==> src/rtl/riva_pkg.sv <==
// Shared types for the MLSU tile pre-decoder.
// mop_e names the walk encodings carried on req_mop_i. mlsu_tile_entry_t is
// the entry layout at the default widths; the top module rebuilds the same
// layout at its own parameter widths.
package riva_pkg;

  localparam int unsigned ADDR_W_DEF = 64;
  localparam int unsigned TILE_W_DEF = 8;
  localparam int unsigned ID_W_DEF   = 4;

  typedef enum logic [1:0] {
    MOP_ROW  = 2'd0,
    MOP_COL  = 2'd1,
    MOP_RCOL = 2'd2,
    MOP_ILL  = 2'd3
  } mop_e;

  typedef enum logic {
    ST_IDLE   = 1'b0,
    ST_EXPAND = 1'b1
  } predec_state_e;

  typedef struct packed {
    logic [ID_W_DEF-1:0]   id;
    logic [ADDR_W_DEF-1:0] addr;
    logic [TILE_W_DEF-1:0] tile_idx;
    logic                  last;
    logic [2:0]            mode;
    logic [1:0]            sew;
    logic                  is_load;
  } mlsu_tile_entry_t;

  // One-hot walk mode reported downstream (1 << mop).
  function automatic logic [2:0] mop_onehot(input mop_e mop);
    logic [2:0] oh;
    oh = 3'b000;
    oh[mop] = 1'b1;
    return oh;
  endfunction

endpackage

==> src/rtl/mlsu_predec_fifo.sv <==
// Generic registered FIFO (no fall-through). An entry pushed in cycle N is
// visible on data_o in cycle N+1. flush_i empties the FIFO next cycle and
// blocks any push in the flush cycle.
module mlsu_predec_fifo #(
  parameter type         T     = logic [7:0],
  parameter int unsigned DEPTH = 4
) (
  input  logic clk_i,
  input  logic rst_ni,
  input  logic flush_i,
  input  logic push_i,
  input  T     data_i,
  input  logic pop_i,
  output T     data_o,
  output logic full_o,
  output logic empty_o
);

  localparam int unsigned PTR_W = $clog2(DEPTH);

  T                 mem_q [DEPTH];
  logic [PTR_W-1:0] wr_ptr_q, rd_ptr_q;
  logic [PTR_W:0]   count_q;
  logic             do_push, do_pop;

  assign full_o  = (count_q == (PTR_W+1)'(DEPTH));
  assign empty_o = (count_q == '0);
  assign data_o  = mem_q[rd_ptr_q];

  // A push into a full FIFO is only taken when a pop frees a slot this cycle.
  assign do_push = push_i && !flush_i && (!full_o || pop_i);
  assign do_pop  = pop_i && !empty_o;

  // Entry storage.
  always_ff @(posedge clk_i or negedge rst_ni) begin
    if (!rst_ni) begin
      for (int i = 0; i < int'(DEPTH); i++) mem_q[i] <= '0;
    end else if (do_push) begin
      mem_q[wr_ptr_q] <= data_i;
    end
  end

  // Read/write pointers and occupancy.
  always_ff @(posedge clk_i or negedge rst_ni) begin
    if (!rst_ni) begin
      wr_ptr_q <= '0;
      rd_ptr_q <= '0;
      count_q  <= '0;
    end else if (flush_i) begin
      wr_ptr_q <= '0;
      rd_ptr_q <= '0;
      count_q  <= '0;
    end else begin
      if (do_push) wr_ptr_q <= wr_ptr_q + 1'b1;
      if (do_pop)  rd_ptr_q <= rd_ptr_q + 1'b1;
      case ({do_push, do_pop})
        2'b10:   count_q <= count_q + 1'b1;
        2'b01:   count_q <= count_q - 1'b1;
        default: count_q <= count_q;
      endcase
    end
  end

endmodule

==> src/rtl/mlsu_tile_predecoder.sv <==
// MLSU tile request pre-decoder: captures one matrix load/store request and
// expands it into one entry per tile row/column (row, column, reverse column
// walks), buffered in a registered output FIFO.
// Optional build macro MLSU_PREDEC_PERF_EN adds perf_entries_o/perf_stall_o.
//
// Handshakes: both ports are valid/ready; a transfer happens on a rising
// clock edge where valid and ready are both high. Payload must be held while
// valid is high and ready is low, and predec_* are held stable likewise.
module mlsu_tile_predecoder
  import riva_pkg::*;
#(
  parameter int unsigned ADDR_W     = ADDR_W_DEF,
  parameter int unsigned TILE_W     = TILE_W_DEF,
  parameter int unsigned ID_W       = ID_W_DEF,
  parameter int unsigned DEPTH      = 4,
  parameter int unsigned ADDR_SHIFT = 1
) (
  input  logic              clk_i,
  input  logic              rst_ni,
  input  logic              flush_i,
  input  logic              req_valid_i,
  output logic              req_ready_o,
  input  logic [ID_W-1:0]   req_id_i,
  input  logic [ADDR_W-1:0] req_base_addr_i,
  input  logic [ADDR_W-1:0] req_stride_i,
  input  logic [TILE_W-1:0] req_tile_i,
  input  logic [1:0]        req_mop_i,
  input  logic [1:0]        req_sew_i,
  input  logic              req_is_load_i,
  output logic              predec_valid_o,
  input  logic              predec_ready_i,
  output logic [ID_W-1:0]   predec_id_o,
  output logic [ADDR_W-1:0] predec_addr_o,
  output logic [TILE_W-1:0] predec_tile_idx_o,
  output logic              predec_last_o,
  output logic [2:0]        predec_mode_o,
  output logic [1:0]        predec_sew_o,
  output logic              predec_is_load_o,
  output logic              err_o,
  output logic              busy_o
`ifdef MLSU_PREDEC_PERF_EN
  ,
  output logic [31:0]       perf_entries_o,
  output logic [31:0]       perf_stall_o
`endif
);

  typedef struct packed {
    logic [ID_W-1:0]   id;
    logic [ADDR_W-1:0] addr;
    logic [TILE_W-1:0] tile_idx;
    logic              last;
    logic [2:0]        mode;
    logic [1:0]        sew;
    logic              is_load;
  } entry_t;

  predec_state_e     state_q, state_d;
  logic [ID_W-1:0]   id_q;
  mop_e              mop_q;
  logic [1:0]        sew_q;
  logic              is_load_q;
  logic [ADDR_W-1:0] stride_q, addr_q, addr_next;
  logic [TILE_W-1:0] cnt_q, idx_q;
  logic              err_q;

  logic   enq_valid, enq_ready, enq_fire, accept, req_legal, cnt_last;
  logic   fifo_full, fifo_empty, deq_fire;
  entry_t enq_entry, deq_entry;

  assign cnt_last  = (cnt_q == TILE_W'(1));
  assign req_legal = (mop_e'(req_mop_i) != MOP_ILL) && (req_tile_i != '0);
  assign accept    = req_valid_i && req_ready_o;
  assign enq_ready = !fifo_full || predec_ready_i;
  assign enq_fire  = enq_valid && enq_ready;
  assign deq_fire  = !fifo_empty && predec_ready_i;

  // FSM state register.
  always_ff @(posedge clk_i or negedge rst_ni) begin
    if (!rst_ni) state_q <= ST_IDLE;
    else         state_q <= state_d;
  end

  // FSM next state: flush wins; the final enqueue may chain straight into a new request.
  always_comb begin
    state_d = state_q;
    if (flush_i) begin
      state_d = ST_IDLE;
    end else begin
      case (state_q)
        ST_IDLE:   if (accept && req_legal) state_d = ST_EXPAND;
        ST_EXPAND: if (enq_fire && cnt_last) state_d = (accept && req_legal) ? ST_EXPAND : ST_IDLE;
        default:   state_d = ST_IDLE;
      endcase
    end
  end

  // FSM outputs: request ready and enqueue attempt.
  always_comb begin
    req_ready_o = 1'b0;
    enq_valid   = 1'b0;
    if (!flush_i) begin
      case (state_q)
        ST_IDLE:   req_ready_o = 1'b1;
        ST_EXPAND: begin
          enq_valid   = 1'b1;
          req_ready_o = cnt_last && enq_ready;
        end
        default: ;
      endcase
    end
  end

  // Address of the following entry, modulo 2^ADDR_W.
  always_comb begin
    case (mop_q)
      MOP_ROW:  addr_next = addr_q + (ADDR_W'(1) << sew_q);
      MOP_COL:  addr_next = addr_q + stride_q;
      MOP_RCOL: addr_next = addr_q - stride_q;
      default:  addr_next = addr_q;
    endcase
  end

  // Request capture and per-entry walk registers.
  always_ff @(posedge clk_i or negedge rst_ni) begin
    if (!rst_ni) begin
      id_q      <= '0;
      mop_q     <= MOP_ROW;
      sew_q     <= '0;
      is_load_q <= 1'b0;
      stride_q  <= '0;
      addr_q    <= '0;
      cnt_q     <= '0;
      idx_q     <= '0;
    end else if (flush_i) begin
      cnt_q <= '0;
    end else if (accept && req_legal) begin
      id_q      <= req_id_i;
      mop_q     <= mop_e'(req_mop_i);
      sew_q     <= req_sew_i;
      is_load_q <= req_is_load_i;
      stride_q  <= req_stride_i;
      addr_q    <= req_base_addr_i << ADDR_SHIFT;
      cnt_q     <= req_tile_i;
      idx_q     <= '0;
    end else if (enq_fire) begin
      cnt_q  <= cnt_q - 1'b1;
      idx_q  <= idx_q + 1'b1;
      addr_q <= addr_next;
    end
  end

  // Error pulse the cycle after an illegal request is accepted.
  always_ff @(posedge clk_i or negedge rst_ni) begin
    if (!rst_ni) err_q <= 1'b0;
    else         err_q <= accept && !req_legal;
  end

  // Entry assembled from the walk registers.
  always_comb begin
    enq_entry          = '0;
    enq_entry.id       = id_q;
    enq_entry.addr     = addr_q;
    enq_entry.tile_idx = idx_q;
    enq_entry.last     = cnt_last;
    enq_entry.mode     = mop_onehot(mop_q);
    enq_entry.sew      = sew_q;
    enq_entry.is_load  = is_load_q;
  end

  mlsu_predec_fifo #(
    .T     (entry_t),
    .DEPTH (DEPTH)
  ) u_fifo (
    .clk_i   (clk_i),
    .rst_ni  (rst_ni),
    .flush_i (flush_i),
    .push_i  (enq_fire),
    .data_i  (enq_entry),
    .pop_i   (predec_ready_i),
    .data_o  (deq_entry),
    .full_o  (fifo_full),
    .empty_o (fifo_empty)
  );

  assign predec_valid_o    = !fifo_empty;
  assign predec_id_o       = deq_entry.id;
  assign predec_addr_o     = deq_entry.addr;
  assign predec_tile_idx_o = deq_entry.tile_idx;
  assign predec_last_o     = deq_entry.last;
  assign predec_mode_o     = deq_entry.mode;
  assign predec_sew_o      = deq_entry.sew;
  assign predec_is_load_o  = deq_entry.is_load;
  assign err_o             = err_q;
  assign busy_o            = (state_q != ST_IDLE) || !fifo_empty;

`ifdef MLSU_PREDEC_PERF_EN
  logic [31:0] perf_entries_q, perf_stall_q;

  // Saturating counters of dequeued entries and full-FIFO expansion cycles; reset only.
  always_ff @(posedge clk_i or negedge rst_ni) begin
    if (!rst_ni) begin
      perf_entries_q <= '0;
      perf_stall_q   <= '0;
    end else begin
      if (deq_fire && (perf_entries_q != '1)) perf_entries_q <= perf_entries_q + 1'b1;
      if ((state_q == ST_EXPAND) && fifo_full && (perf_stall_q != '1))
        perf_stall_q <= perf_stall_q + 1'b1;
    end
  end

  assign perf_entries_o = perf_entries_q;
  assign perf_stall_o   = perf_stall_q;
`else
  logic unused_deq_fire;
  assign unused_deq_fire = deq_fire;
`endif

endmodule

==> config.mk <==
export PLATFORM = sky130hd
export DESIGN_NAME = mlsu_tile_predecoder
export DESIGN_NICKNAME = d
export VERILOG_FILES = /design/src/rtl/riva_pkg.sv /design/src/rtl/mlsu_predec_fifo.sv /design/src/rtl/mlsu_tile_predecoder.sv
export SDC_FILE = /design/constraint.sdc
export NUM_CORES = 1
export LEC_CHECK = 0
export ABC_AREA = 1
export BUFFER_PORTS_ARGS = -buffer_cell sky130_fd_sc_hd__buf_2
export CORE_ASPECT_RATIO = 1.5
export CORE_MARGIN = 8
export CORE_UTILIZATION = 60
export CTS_BUF_LIST = sky130_fd_sc_hd__clkbuf_16
export DETAILED_ROUTE_END_ITERATION = 6
export GPL_TIMING_DRIVEN = 0
export PLACE_DENSITY_LB_ADDON = 0.08
export SLEW_MARGIN = 0
export SYNTH_ARGS = -nofsm -noshare
export SYNTH_HDL_FRONTEND = slang
export SYNTH_HIERARCHICAL = 1
export SYNTH_SLANG_ARGS = --single-unit
export TNS_END_PERCENT = 5
==> constraint.sdc <==
create_clock -name clk_i -period 5.3 [get_ports clk_i]
set_clock_uncertainty 0.15 [all_clocks]
set_input_delay 0.265 -clock clk_i [delete_from_list [all_inputs] [get_ports clk_i]]
set_output_delay 0.265 -clock clk_i [all_outputs]
set_load 0.1 [all_outputs]
## Yosys cells after proc, flatten, opt, wreduce, memory -nomap -nowiden

Cells that the tools add are included.

- Register bits after elaboration: 494
- Input port bits: 150
- Output and inout bits: 87
- Word-level logic and storage cells: 127

- Add/sub/neg operators: 9
- $lt $le $gt $ge: 5
- Eq/ne operators: 7
- Shift-type cells: 1
- Multiplexer cells: 30
- Bitwise operators: 4
- Reduce and logical (&&, ||, !) cells: 30

Operators with widths:

| kind | number |
|---|---|
| $bwmux W332 | 1 |
| $mux W83 | 3 |
| $pmux W64 S3 | 1 |
| $bmux W83 S2 | 1 |
| $demux W83 S2 | 1 |
| $add A64 B64 Y64 | 2 |
| $mux W64 | 2 |
| $shl A1 B2 Y64 const A | 1 |
| $sub A64 B64 Y64 | 1 |
| $mux W8 | 5 |
| $logic_and A1 B1 Y1 | 12 |
| $add A8 B1 Y8 const B | 1 |
| $eq A8 B1 Y1 const B | 1 |
| $mux W2 | 4 |
| $reduce_bool A8 Y1 | 1 |
| $sub A8 B1 Y8 const B | 1 |
| $mux W1 | 7 |
| $ge A3 B3 Y1 const B | 2 |
| $not A2 Y3 | 2 |
| $pmux W3 S2 | 1 |
| $reduce_bool A2 Y1 | 3 |
| $reduce_bool A3 Y1 | 2 |
| $add A2 B1 Y2 const B | 2 |
| $eq A2 B1 Y1 const B | 2 |
| other kinds (19) | 27 |

## Logic depth before layout (Yosys ltp)

- Depth in word-level cells: 12
- Gate-level depth with buffers: 32
- Gate-level depth less buffers: 32

## Modules after synthesis

Netlist, hierarchy kept.

By module, submodules not included:

| module | instances | cells an instance | area each (um2) | sequential area each (um2) |
|---|---|---|---|---|
| mlsu_predec_fifo | 1 | 1,683 | 15,608.7 | 8,483.1 |
| mlsu_tile_predecoder | 1 | 2,441 | 14,692.8 | 3,878.7 |

## Worst setup path before layout

OpenSTA, ideal clock, no wires.

- Path type: reg2reg
- Start point: register stride_q[0]
- End point: register addr_q[37]
- Arrival: 3,192 ps
- Path slack: 1,835 ps
- Stages on the path, launching flop included: 27
- Buffers on the path: 0
- Cell sequence: dfrtp_1 -> inv_1 -> ha_1 -> nand2_1 -> nor2_4 -> nand2_2 -> nor2_1 -> nand2_1 -> or2_1 -> nor2_1 -> nand2_1 -> nor2_1 -> nor2_1 -> o21ai_1 -> nand2_1 -> ha_1 -> nand2_1 -> nor2_1 -> inv_1 -> nor2_1 -> inv_1 -> nor2_1 -> nand3_1 -> nand3_1 -> nand2_1 -> a21oi_1 -> o21ai_1

- Word-level cells in the longest chain between the ends: 4
- Elaborated cells between the ends (all ways): 5
- Those cells by class: add/sub (2); mux (3)

Ends and longest elaborated chain:

| item | line | source |
|---|---|---|
| start: declaration | mlsu_tile_predecoder.sv:63 | `logic [ADDR_W-1:0] stride_q, addr_q, addr_next;` |
| start signal: assignment | mlsu_tile_predecoder.sv:142 | `stride_q <= req_stride_i;` |
| $sub A64 B64 Y64 or $add A64 B64 Y64 (tied branches) | mlsu_tile_predecoder.sv:119, mlsu_tile_predecoder.sv:118 |  |
| $pmux W64 S3 * | mlsu_tile_predecoder.sv:116 | `case (mop_q)` |
| $mux W64 * | mlsu_tile_predecoder.sv:146 | `end else if (enq_fire) begin` |
| $mux W64 * | mlsu_tile_predecoder.sv:137 | `end else if (accept && req_legal) begin` |
| end signal: assignment | mlsu_tile_predecoder.sv:143 | `addr_q <= req_base_addr_i << ADDR_SHIFT;` |
| end signal: assignment | mlsu_tile_predecoder.sv:149 | `addr_q <= addr_next;` |
| end: declaration | mlsu_tile_predecoder.sv:63 |  |

Mark *: on every way between the ends. The rest lies on a longest branch, timed or not. The select of a mux whose other input is x is not followed.
A chain may end at the register's enable or synchronous reset.

## Final worst setup path

- Start point: register mop_q[0]
- End point: register addr_q[51]

- Word-level cells in the longest chain between the ends: 4
- Elaborated cells between the ends (all ways): 8
- Those cells by class: eq/ne (2); mux (3); reduce/logical (3)

Ends and longest elaborated chain:

| item | line | source |
|---|---|---|
| start: declaration | mlsu_tile_predecoder.sv:60 | `mop_e mop_q;` |
| start signal: assignment | mlsu_tile_predecoder.sv:139 | `mop_q <= mop_e'(req_mop_i);` |
| $eq A2 B2 Y1 (tied with other cells) | mlsu_tile_predecoder.sv:116 |  |
| $pmux W64 S3 | mlsu_tile_predecoder.sv:116 |  |
| $mux W64 | mlsu_tile_predecoder.sv:146 |  |
| $mux W64 | mlsu_tile_predecoder.sv:137 |  |

Several ways; a longest one is shown, not always the timed one. The select of a mux whose other input is x is not followed.

==> impl_metrics.yaml <==
status:
  status: "complete, no violations"
synth:
  yosysTopAreaCell: "dfrtp_1"
  synth_top_area_share_pct: 40.8
  synth.yosys.seq_area_share_pct: 40.8
  ys_ff_latch: 494
  synth_edf_count: 0
  synth_fp_nets: 4351
  synthFlopType: "dfrtp_1"
  synth.distinct_cells: 55
  synthArstFlopShare_pct: 100
  netlist_area_um2: 30300
  ys_warn_count: 6
  synth_area_per_cell_um2: 7.35
  synth_area_leaders: "dfrtp_1 (41%), nand2_1 (14%), o21ai_0 (7.3%)"
  syn_inst: 4124
setup_path:
  crit_end: "addr_q[51]"
  regToRegSetupSlack_ns: 0.10
  startpoint: "mop_q[0]"
  end_kind: "flip-flop"
  cp_data_arrival_time_ns: 5.55
  reg2reg_depth: 19
  r2r_end: "addr_q[51]"
  crit_type: "flip-flop to flip-flop"
  startpoint_type: "flip-flop"
  worstPathMaxFanout: 10
  required_ns: 5.65
  r2r_start: "mop_q[0]"
die:
  core_um2: 50300
  io_pins: 237
  die_h_um: 291
  start_util_pct: 60.2
  rows: 101
  die_w_um: 199
  die-area_um2: 58100
sta:
  setup_violations: 0
  hold_viol: 0
  drv_slew: 0
  finalSetupTns_ns: 0
  slew_headroom_pct: 20.1
  min_period_ns: 5.20
  max_freq_mhz: 192
  worstMarginPinSlew_ns: 1.20
  hold-worst-slack_ns: 0.142
  min_period_over_period_pct: 98.0
place:
  placedCellCount: 5032
  dp_hpwl_mm: 90.9
  io_buffer_count: 235
  placed_area_um2: 32400
  gp_congestion: 1.05
drt:
  avgViaCountPerCell: 5.98
  drtIter0Drc: 2324
  routedWlPerCell_um: 23.2
  vias: 31500
  drt-total-wl_mm: 122
  drc_errors: 0
  ant_nets: 0
  dr.pass1.iters: 7
global_route:
  antenna_found_initial: 4
  grt_pass1_wl_mm: 184
  grt_start_max_net_pins: 114
  grt_overflow: 0
  grt_use_total_pct: 41.8
  grt_pass1_vias: 31700
clocking:
  cts_tree: "done"
  postCtsSetupRepairBufs: 0
  cts_max_level: 2
  clk_latency_ns: 0.62
  cts_root_buf: "clkbuf_16"
  cts.sinks: 494
  clkSlewWorstSetupHoldPaths_ns: 0.07
  cts_buffer_depth: 3
  numCtsBuffers: 47
cells_and_area:
  drive_gt1_share_pct: 14.5
  final_cell_mix: "nand2_1 (1122), dfrtp_1 (494), o21ai_0 (443)"
  area_delta_synth_final_pct: 17.4
  final_common_cell: "nand2_1"
  postLayoutCellArea_um2: 35600
  finalNonFillerCells: 5268
  finish.utilization_pct: 70.7
  num-nets-final: 4790
job:
  max_cap_violations: 0
pwr:
  power.leakage_nw: 17.6
  irDropWorstVdd_uv: 960
  power.density_nw_per_um2: 684
worst_hold_path:
  min_path_type: "input port to asynchronous set/reset pin"
## kinds of logic after synthesis
| group | Yosys count | share of synthesized area (%) |
|---|---|---|
| buf+inv | 611 | 9.48 |
| mux | 3 | 0.0991 |
| xor+xnor | 38 | 1.10 |
| compound gates | 1049 | 20.4 |
| fa+ha+maj | 77 | 3.23 |
| simple gates | 1852 | 24.9 |
| flops | 494 | 40.8 |
## how the worst min path moves through the flow
| stage | end | slack [ns] |
|---|---|---|
| finish | u_fifo/mem_q[98] | 0.14 |
| detailed placement | u_fifo/mem_q[15] | 0.20 |
| floorplan | addr_q[0] | -0.18 |
| global placement | stride_q[27] | 0.31 |
| CTS | u_fifo/mem_q[17] | 0.17 |
| global route | u_fifo/mem_q[98] | 0.22 |
## Yosys cell counts (all sizes together), types with 3 or more instances
| master | n |
|---|---|
| a211oi | 4 |
| nand3b | 3 |
| nand2 | 1136 |
| dfrtp | 494 |
| o21a | 5 |
| nand4 | 37 |
| inv | 414 |
| xor2 | 15 |
| nor4 | 13 |
| a31oi | 7 |
| o211ai | 24 |
| o21bai | 24 |
| a21oi | 144 |
| mux2i | 3 |
| nor2 | 445 |
| nor3 | 26 |
| a21boi | 4 |
| nand3 | 169 |
| o31ai | 7 |
| ha | 75 |
| or2 | 18 |
| o21ai | 736 |
| clkbuf | 70 |
| xnor2 | 23 |
| buf | 125 |
| o22ai | 91 |
## state kept, by name, indices dropped and copies added, names as in the netlist
signal / cells
u_fifo/mem_q: 332
addr_q: 64
stride_q: 64
cnt_q: 8
idx_q: 8
id_q: 4
u_fifo/count_q: 3
mop_q: 2
sew_q: 2
u_fifo/rd_ptr_q: 2
u_fifo/wr_ptr_q: 2
err_o: 1
is_load_q: 1
state_q: 1
## where the power goes
group / switching [mW] / internal (mW)
Clock: 1.56 / 1.99
Sequential: 0.970 / 4.71
Combinational: 11.2 / 3.92
## critical path, stage by stage, from the launching register on
cell and delay (ns):
dfrtp_1 0.38, inv_1 0.08, ha_1 0.27, clkbuf_1 0.53, clkinvlp_4 0.43, clkbuf_1 0.40, o21ai_0 0.40, ha_1 0.39
a21oi_1 0.23, nand2_1 0.19, nand2_1 0.10, nand2_1 0.11, a21oi_1 0.48, o21ai_0 0.28, nand2_1 0.27, nand2_1 0.08
nand2_1 0.06, nand3_1 0.11, nand2_1 0.10, nand2_1 0.05
## stage by stage
step / total power [mW] / setup slack, ns
3_3_place_gp: 20.1 / -6.13
2_1_floorplan: 16.1 / 1.83
3_5_place_dp: 20.2 / -0.0529
4_1_cts: 23.9 / 0.0818
6_report: 24.3 / 0.104
5_1_grt: 25.7 / -0.00966
## repair_timing
action	CTS	global route
gates resized for setup	1	15
setup endpoints to repair	2	22
hold endpoints to repair	245	0
hold buffers	151	0
## per-layer routing
layer	wire length (um)	vias up	GRT usage (%)
li1	-	14400	-
met3	9960	524	7.96
met4	11900	4	34.5
met1	41600	14800	45.5
met5	29	-	0
met2	58700	1716	69.5
## cell type report
cell class | instances | area (um2)
multi-input combinational | 3019 | 15100
clock buffer | 48 | 1200
sequential | 494 | 12400
timing repair buffer | 390 | 2810
inverter | 416 | 1570
buffer | 195 | 1310
clock inverter | 35 | 384
fill | 4211 | 14700
tap | 669 | 837
antenna | 2 | 5.00
Power figures use the tool's default switching activity.
